[src/rtl/imem_loader.sv]
// imem_loader
//   Boot-time instruction memory writer. Takes a host byte stream over a
//   valid/ready handshake, packs four bytes little-endian into a 32-bit
//   word and issues one single-cycle write per word at consecutive word
//   addresses starting at BASE_ADDR. The core is held (cpu_hold) for the
//   whole load.
//
// Ports
//   clk, rst     clock, synchronous active-high reset
//   start        begin a load (only honoured in IDLE)
//   load_len     words to load, sampled with start; valid range 1..MAX_WORDS
//   abort        cancel a load in progress
//   byte_valid   host byte available
//   byte_data    host byte
//   byte_ready   loader accepts a byte this cycle
//   we           instruction memory write enable, one pulse per word
//   waddr        write byte address
//   wdata        write data
//   cpu_hold     core held in reset/stall
//   busy         load in progress
//   done         one-cycle pulse once the last word is written
//   err          one-cycle pulse when start is rejected for a bad load_len
//
// Every output is a flop. Control outputs are therefore set on the edge
// that enters the state they belong to (e.g. we is set on the 4th byte
// handshake so it is high for exactly the WRITE cycle).

module imem_loader #(
  parameter int                ADDR_W    = 32,
  parameter int                MAX_WORDS = 256,
  parameter logic [ADDR_W-1:0] BASE_ADDR = '0
) (
  input  logic              clk,
  input  logic              rst,
  input  logic              start,
  input  logic [15:0]       load_len,
  input  logic              abort,
  input  logic              byte_valid,
  input  logic [7:0]        byte_data,
  output logic              byte_ready,
  output logic              we,
  output logic [ADDR_W-1:0] waddr,
  output logic [31:0]       wdata,
  output logic              cpu_hold,
  output logic              busy,
  output logic              done,
  output logic              err
);

  typedef enum logic [1:0] {IDLE, RECV, WRITE, DONE} state_t;

  localparam logic [16:0] MAX_LEN = 17'(MAX_WORDS);

  state_t      state;
  logic [15:0] len;
  logic [15:0] word_idx;
  logic [1:0]  byte_idx;

  logic        len_ok;
  logic        last_word;
  logic        take;
  logic [ADDR_W-1:0] word_addr;

  // Zero-extend before comparing so a 16-bit load_len never wraps.
  assign len_ok    = (load_len != 16'd0) && ({1'b0, load_len} <= MAX_LEN);
  // word_idx < len <= MAX_WORDS, so the +1 cannot overflow.
  assign last_word = (word_idx + 16'd1) == len;
  assign take      = byte_valid && byte_ready;
  // Modulo 2^ADDR_W falls out of the fixed-width add.
  assign word_addr = BASE_ADDR + (ADDR_W'(word_idx) << 2);

  always_ff @(posedge clk) begin
    if (rst) begin
      state      <= IDLE;
      len        <= '0;
      word_idx   <= '0;
      byte_idx   <= '0;
      byte_ready <= 1'b0;
      we         <= 1'b0;
      waddr      <= BASE_ADDR;
      wdata      <= '0;
      cpu_hold   <= 1'b0;
      busy       <= 1'b0;
      done       <= 1'b0;
      err        <= 1'b0;
    end else begin
      // Pulse outputs default low every cycle.
      we   <= 1'b0;
      done <= 1'b0;
      err  <= 1'b0;

      if (abort && state != IDLE) begin
        // Abort wins over everything: a byte handshaking this cycle is
        // consumed but dropped, and no write or done follows.
        state      <= IDLE;
        byte_idx   <= '0;
        byte_ready <= 1'b0;
        cpu_hold   <= 1'b0;
        busy       <= 1'b0;
      end else begin
        case (state)
          IDLE: begin
            if (start) begin
              if (len_ok) begin
                len        <= load_len;
                word_idx   <= '0;
                byte_idx   <= '0;
                state      <= RECV;
                byte_ready <= 1'b1;
                cpu_hold   <= 1'b1;
                busy       <= 1'b1;
              end else begin
                err <= 1'b1;
              end
            end
          end

          RECV: begin
            if (take) begin
              wdata[{byte_idx, 3'b000} +: 8] <= byte_data;
              byte_idx <= byte_idx + 2'd1;
              if (byte_idx == 2'd3) begin
                // Word complete: the write happens in the next cycle.
                state      <= WRITE;
                byte_ready <= 1'b0;
                we         <= 1'b1;
                waddr      <= word_addr;
              end
            end
          end

          WRITE: begin
            if (last_word) begin
              state <= DONE;
              done  <= 1'b1;
            end else begin
              word_idx   <= word_idx + 16'd1;
              state      <= RECV;
              byte_ready <= 1'b1;
            end
          end

          DONE: begin
            state    <= IDLE;
            cpu_hold <= 1'b0;
            busy     <= 1'b0;
          end

          default: begin
            state      <= IDLE;
            byte_ready <= 1'b0;
            cpu_hold   <= 1'b0;
            busy       <= 1'b0;
          end
        endcase
      end
    end
  end

endmodule

[config.mk]
export PLATFORM = sky130hd
export DESIGN_NAME = imem_loader
export DESIGN_NICKNAME = d
export VERILOG_FILES = /design/src/rtl/imem_loader.sv
export SDC_FILE = /design/constraint.sdc
export NUM_CORES = 1
export LEC_CHECK = 0
export BUFFER_PORTS_ARGS = -buffer_cell sky130_fd_sc_hd__buf_2
export CAP_MARGIN = 20
export CORE_ASPECT_RATIO = 2
export CORE_UTILIZATION = 40
export CTS_BUF_LIST = sky130_fd_sc_hd__clkbuf_4 sky130_fd_sc_hd__clkbuf_8
export CTS_CLUSTER_DIAMETER = 80
export DETAILED_ROUTE_END_ITERATION = 6
export HOLD_SLACK_MARGIN = 0.1
export PLACE_DENSITY_LB_ADDON = 0.1
export SKIP_LAST_GASP = 1
export SLEW_MARGIN = 20
export SYNTH_ARGS = -nofsm -noshare
export SYNTH_HDL_FRONTEND = slang
export SYNTH_SLANG_ARGS = --single-unit
[constraint.sdc]
create_clock -name clk -period 5.08 [get_ports clk]
set_input_delay 0.508 -clock clk [delete_from_list [all_inputs] [get_ports clk]]
set_output_delay 0.508 -clock clk [all_outputs]
set_load 0.01 [all_outputs]
### After elaboration in Yosys (flattened, before gate mapping)

Cells that the tools add are included.

| cells by class | value |
|---|---|
| equality and inequality tests | 10 |
| magnitude comparators | 1 |
| bitwise gates (word level) | 6 |
| reductions and logical operators | 22 |
| muxes and demuxes | 25 |
| add/subtract/negate cells | 3 |
| shift-type cells | 2 |

Operators with widths:

| cell | number |
|---|---|
| $mux 16 | 3 |
| $bwmux 32 | 1 |
| $pmux 16 s2 | 1 |
| $shift 8x7->32 const A | 1 |
| $shiftx 8x7->32 | 1 |
| $add 16x1->16 const B | 1 |
| $eq 16x16->1 | 1 |
| $le 16x9->1 const B | 1 |
| $mux 2 | 8 |
| $reduce_and 4->1 | 4 |
| $reduce_bool 16->1 | 1 |
| $ne 2x2->1 const B | 5 |
| $mux 1 | 8 |
| $pmux 2 s4 | 1 |
| $reduce_bool 2->1 | 4 |
| $reduce_or 4->1 | 2 |
| $neg 5->7 | 1 |
| $eq 2x2->1 const B | 3 |
| $not 1->1 | 6 |
| $reduce_and 3->1 | 2 |
| $reduce_and 6->1 | 1 |
| $reduce_and 5->1 | 1 |
| $pmux 2 s2 | 1 |
| $logic_and 1x1->1 | 3 |
| other kinds (8) | 8 |

| storage, ports and cells | value |
|---|---|
| logic and storage cells | 80 |
| bits in registers | 89 |
| input port bits | 29 |
| output and inout bits | 70 |

### Longest topological paths before layout

| depth | value |
|---|---|
| word-level depth | 5 |
| mapped depth | 12 |
| depth with buffers taken out | 9 |

### Worst setup path before layout

Ideal clock, no wire load.

| timing path | value |
|---|---|
| path kind | register to register |
| start | register word_idx[0] |
| end | register word_idx[13] |
| data arrival time | 2.396 ns |
| path buffers | 0 |
| stages on the path, launching flop included | 10 |
| required time | 4.963 ns |
| slack | 2.567 ns |
| clock period less this slack | 2.513 ns |
| library setup time | 0.117 ns |
| cell sequence | dfxtp_1 -> ha_1 -> nand3_1 -> nor3_2 -> xor2_1 -> o31ai_1 -> nor2_1 -> or4_1 -> o311a_1 -> a32o_1 |

| on the way | value |
|---|---|
| longest elaborated chain between the ends | 4 |
| elaborated cells on any way between the ends | 6 |
| classes of those cells | 1 x add/sub; 2 x eq/ne; 2 x mux; 1 x reduce/logical |

RTL lines:

| element | line | source |
|---|---|---|
| start: declaration | 56 | `logic [15:0] word_idx;` |
| start signal: assignment | 137 | `word_idx <= word_idx + 16'd1;` |
| $add 16x1->16 * | 67, 137 |  |
| $eq 16x16->1 | 67 | `assign last_word = (word_idx + 16'd1) == len;` |
| $ne 2x2->1 (no source line) | n/a |  |
| $reduce_and 5->1 (no source line) | n/a |  |

Every way passes the cells marked *; elsewhere a longest branch is shown, timed or not. The select of a mux whose other input is x is not followed.
A chain may end at the register's enable or synchronous reset.

### Final worst setup path

| timing path | value |
|---|---|
| start | register word_idx[0] |
| end | register word_idx[11] |

The elaborated chain is that of the path after synthesis.

==> results.tsv <==
metric	value	unit
Clock transition at path regs	0.09	ns
Ys Warns	0	
Global Route Usage Sum	21.7	%
number of buffers created by CTS	9	
data arrival at the endpoint of the critical path	3.16	ns
post-CTS sizing	0	
number of antenna-violating nets in the routed design	0	
placement-stage worst setup slack	2.19	ns
total design power	1200	uW
clock tree from TritonCTS	yes	
post-detailed-route via-to-cell ratio	5.18	
post-synthesis area per instance	8.06	um2
number of cells after detailed placement	716	
clock root buffer	clkbuf_8	
Crit. End Element	flip-flop	
number of hold-slack violations in the final timing report	0	
count of port buffers added during placement	82	
wire length of the first global-routing pass	17900	um
P_leak	0.00191	uW
ranking of synthesized cells by area	dfxtp_1 42%, nand2_1 7.8%, a21oi_1 7.3%, nand3_1 5.1%, buf_4 3.7%	
count of standard-cell rows	52	
final-report setup violation count	0	
number of pins exceeding their max-slew limit in the final report	0	
CORE AREA	10200	um2
slew at the pin closest to its max-slew limit	1.04	ns
Critical R2R Capture	word_idx[11]	
post-cts hold buffer count	0	
insertion delay of the later-clocked pin in the worst-skew pair	0.37	ns
number of antenna violations at the first check in global routing	0	
most instantiated cells after synthesis	89 x dfxtp_1, 88 x nand2_1, 62 x a21oi_1	
net total in the final layout	628	
clock sink total	89	
synthesis-to-layout area growth	13.6	%
setup skew after layout	0.00985	ns
unrepaired setup endpoints after global routing	no	
maximum capacitance violations	0	
Die Ht	148	um
Hold Crit Class	input pin to flip-flop	
summed instance area of the synthesized netlist	4250	um2
number of primary I/O pins	99	
share of layout cells above drive strength 1	18.3	%
Detailed Routing Iterations Pass 1	4	
worst-case headroom to the max-slew limit	30.4	%
count of unresolved DRC violations after routing	0	
CP Data Required Time	5.32	ns
kind of launch point of the worst setup path	flip-flop	
die boundary width	74.9	um
post-route non-filler standard cell count	732	
Yosys reg bits	89	
beginning of the critical path	word_idx[0]	
sum of net half-perimeters after detailed placement	8900	um
result of the run	finished clean	
violation count after the first detailed-routing iteration	181	
CTS H-Tree Depth	3	
crit-path max FO	9	
number of inserted filler cells in the final layout	1061	
detailed-route via count	3791	
Placer Congestion	0.863	
maximum clock frequency	342	MHz
count of unique library cells instantiated by Yosys	49	
count of buffers added by post-CTS timing repair for setup	0	
Mapped Cells	528	
length in cells of the worst reg-to-reg path	9	
most used flip-flop cell after synthesis	dfxtp_1	
largest voltage drop on the vdd net	111	uV
number of buffers on the longest clock path	2	
via count of the first global-routing pass	3536	
most instantiated library cell after synthesis	dfxtp_1	
average wire length per cell after detail routing	15.8	um
R2R setup slack	2.16	ns
Total Neg Setup Slack	0	ns
Post-synth EDFFs	0	
starting density of the core	41.6	%
portion of synthesized cell area occupied by the leading cell type	41.9	%
end point of the critical path	word_idx[11]	
sequential share of the synthesized area	41.9	%
maximum number of pins on one net before global-route repair	57	
DRT Wirelength	11500	um
asr flop ratio synth	0	%
global route total overflow	0	
category of the most critical setup path	flip-flop to flip-flop	
power density normalized to cell area	248	nW/um2
area of the die	11100	um2
core utilization of the finished layout	47.3	%
final setup slack of the worst path	2.16	ns
r2r startpoint	word_idx[0]	
Tcrit/Tclk final	57.5	%
count of inserted antenna diode cells	0	
shortest period the worst path allows	2.92	ns
cell type contributing the most total cell area after synthesis	dfxtp_1	
[state kept, by name (all words and copies together), names as in the netlist]
name        cells
wdata          32
we              1
byte_idx        2
len            16
done            1
waddr          16
word_idx       16
err             1
busy            1
state           2
byte_ready      1
[worst min-delay path by stage]
stage | from | endpoint | slack [ns] | depth (start not counted)
detailed placement | wdata[25] | wdata[25] | 0.44 | 2
CTS | load_len[2] | len[2] | 0.38 | 3
global placement | wdata[8] | wdata[8] | 0.44 | 2
global route | load_len[3] | len[3] | 0.39 | 3
finish | load_len[0] | len[0] | 0.40 | 3
floorplan | len[10] | len[10] | 0.45 | 1
[final cells by class]
cell class / count / area [um2] / area share, %
flip-flops and latches: 89 / 1780 / 36.9
well taps: 135 / 169 / 3.49
inverters: 8 / 30.0 / 0.621
clock buffers: 10 / 138 / 2.85
multi-input cells: 399 / 2240 / 46.4
clock inverters: 6 / 42.5 / 0.880
repair buffers: 85 / 433 / 8.95
[stage by stage]
stage,hold slack (ns),cell area [um2]
finish,0.395,4830
global route,0.388,4830
CTS,0.381,4830
detailed placement,0.441,4650
global placement,0.436,4650
floorplan,0.450,4310
[kinds of logic (layout without fill, tap and decap cells)]
kind of cell	Yosys count	count (layout)	synth area share [%]
xor gates and xnor gates	24	24	4.94
other	1	16	0.0882
buffers and inverters	55	109	6.88
AOI/OAI and AO/OA	104	104	14.0
muxes	12	12	2.82
adders and majority gates	7	7	2.06
DFF	89	89	41.9
and+or+nand+nor	236	236	27.3
[worst max-delay path, stage by stage (launching register included)]
cell,delay (ns)
dfxtp_1,0.48
ha_1,0.30
nand3_1,0.24
nor3_2,0.31
xor2_1,0.10
o31ai_1,0.43
o21bai_2,0.14
or2_1,0.28
nand3_1,0.38
o31ai_1,0.13
[routing by layer]
| layer | global-route usage [%] | wire, um | up-vias |
|---|---|---|---|
| li1 | - | - | 1916 |
| met1 | 21.2 | 4150 | 1753 |
| met2 | 40.5 | 6470 | 94 |
| met3 | 4.16 | 441 | 28 |
| met4 | 12.1 | 482 | 0 |
| met5 | 0 | 0 | - |
[placed cells by master, fill, tap and decap left out, types with 2 or more instances in the layout]
master,synthesis,routed
inv_1,7,7
o21ai_1,5,5
nor3_1,6,5
nand3_1,43,43
and2_1,15,15
nor3b_1,4,4
o32ai_1,2,2
or3_1,2,2
nand2_1,88,88
mux2i_1,12,12
dfxtp_1,89,89
a21oi_1,62,62
xnor2_1,17,17
nand3b_1,2,2
ha_1,7,7
nor2b_1,7,7
clkbuf_8,0,10
nor3_2,1,2
o31ai_1,8,8
clkinvlp_4,0,2
nand2b_1,3,3
and4_1,4,4
clkinv_2,0,2
nand4_1,5,5
and3_1,5,5
buf_4,21,3
buf_2,6,82
xor2_1,7,7
o21ai_0,16,16
nor2_1,34,34
or4_1,6,6
conb_1,1,16
nor4_1,5,5
[power by group]
part           internal, uW  total, uW  switching (uW)  leakage [uW]
logic                  13.2       44.6            31.4       0.00111
clock network           192        453             262     0.0000887
registers               698        699           0.935      0.000717
No activity file was read; power rests on OpenSTA's default activity.
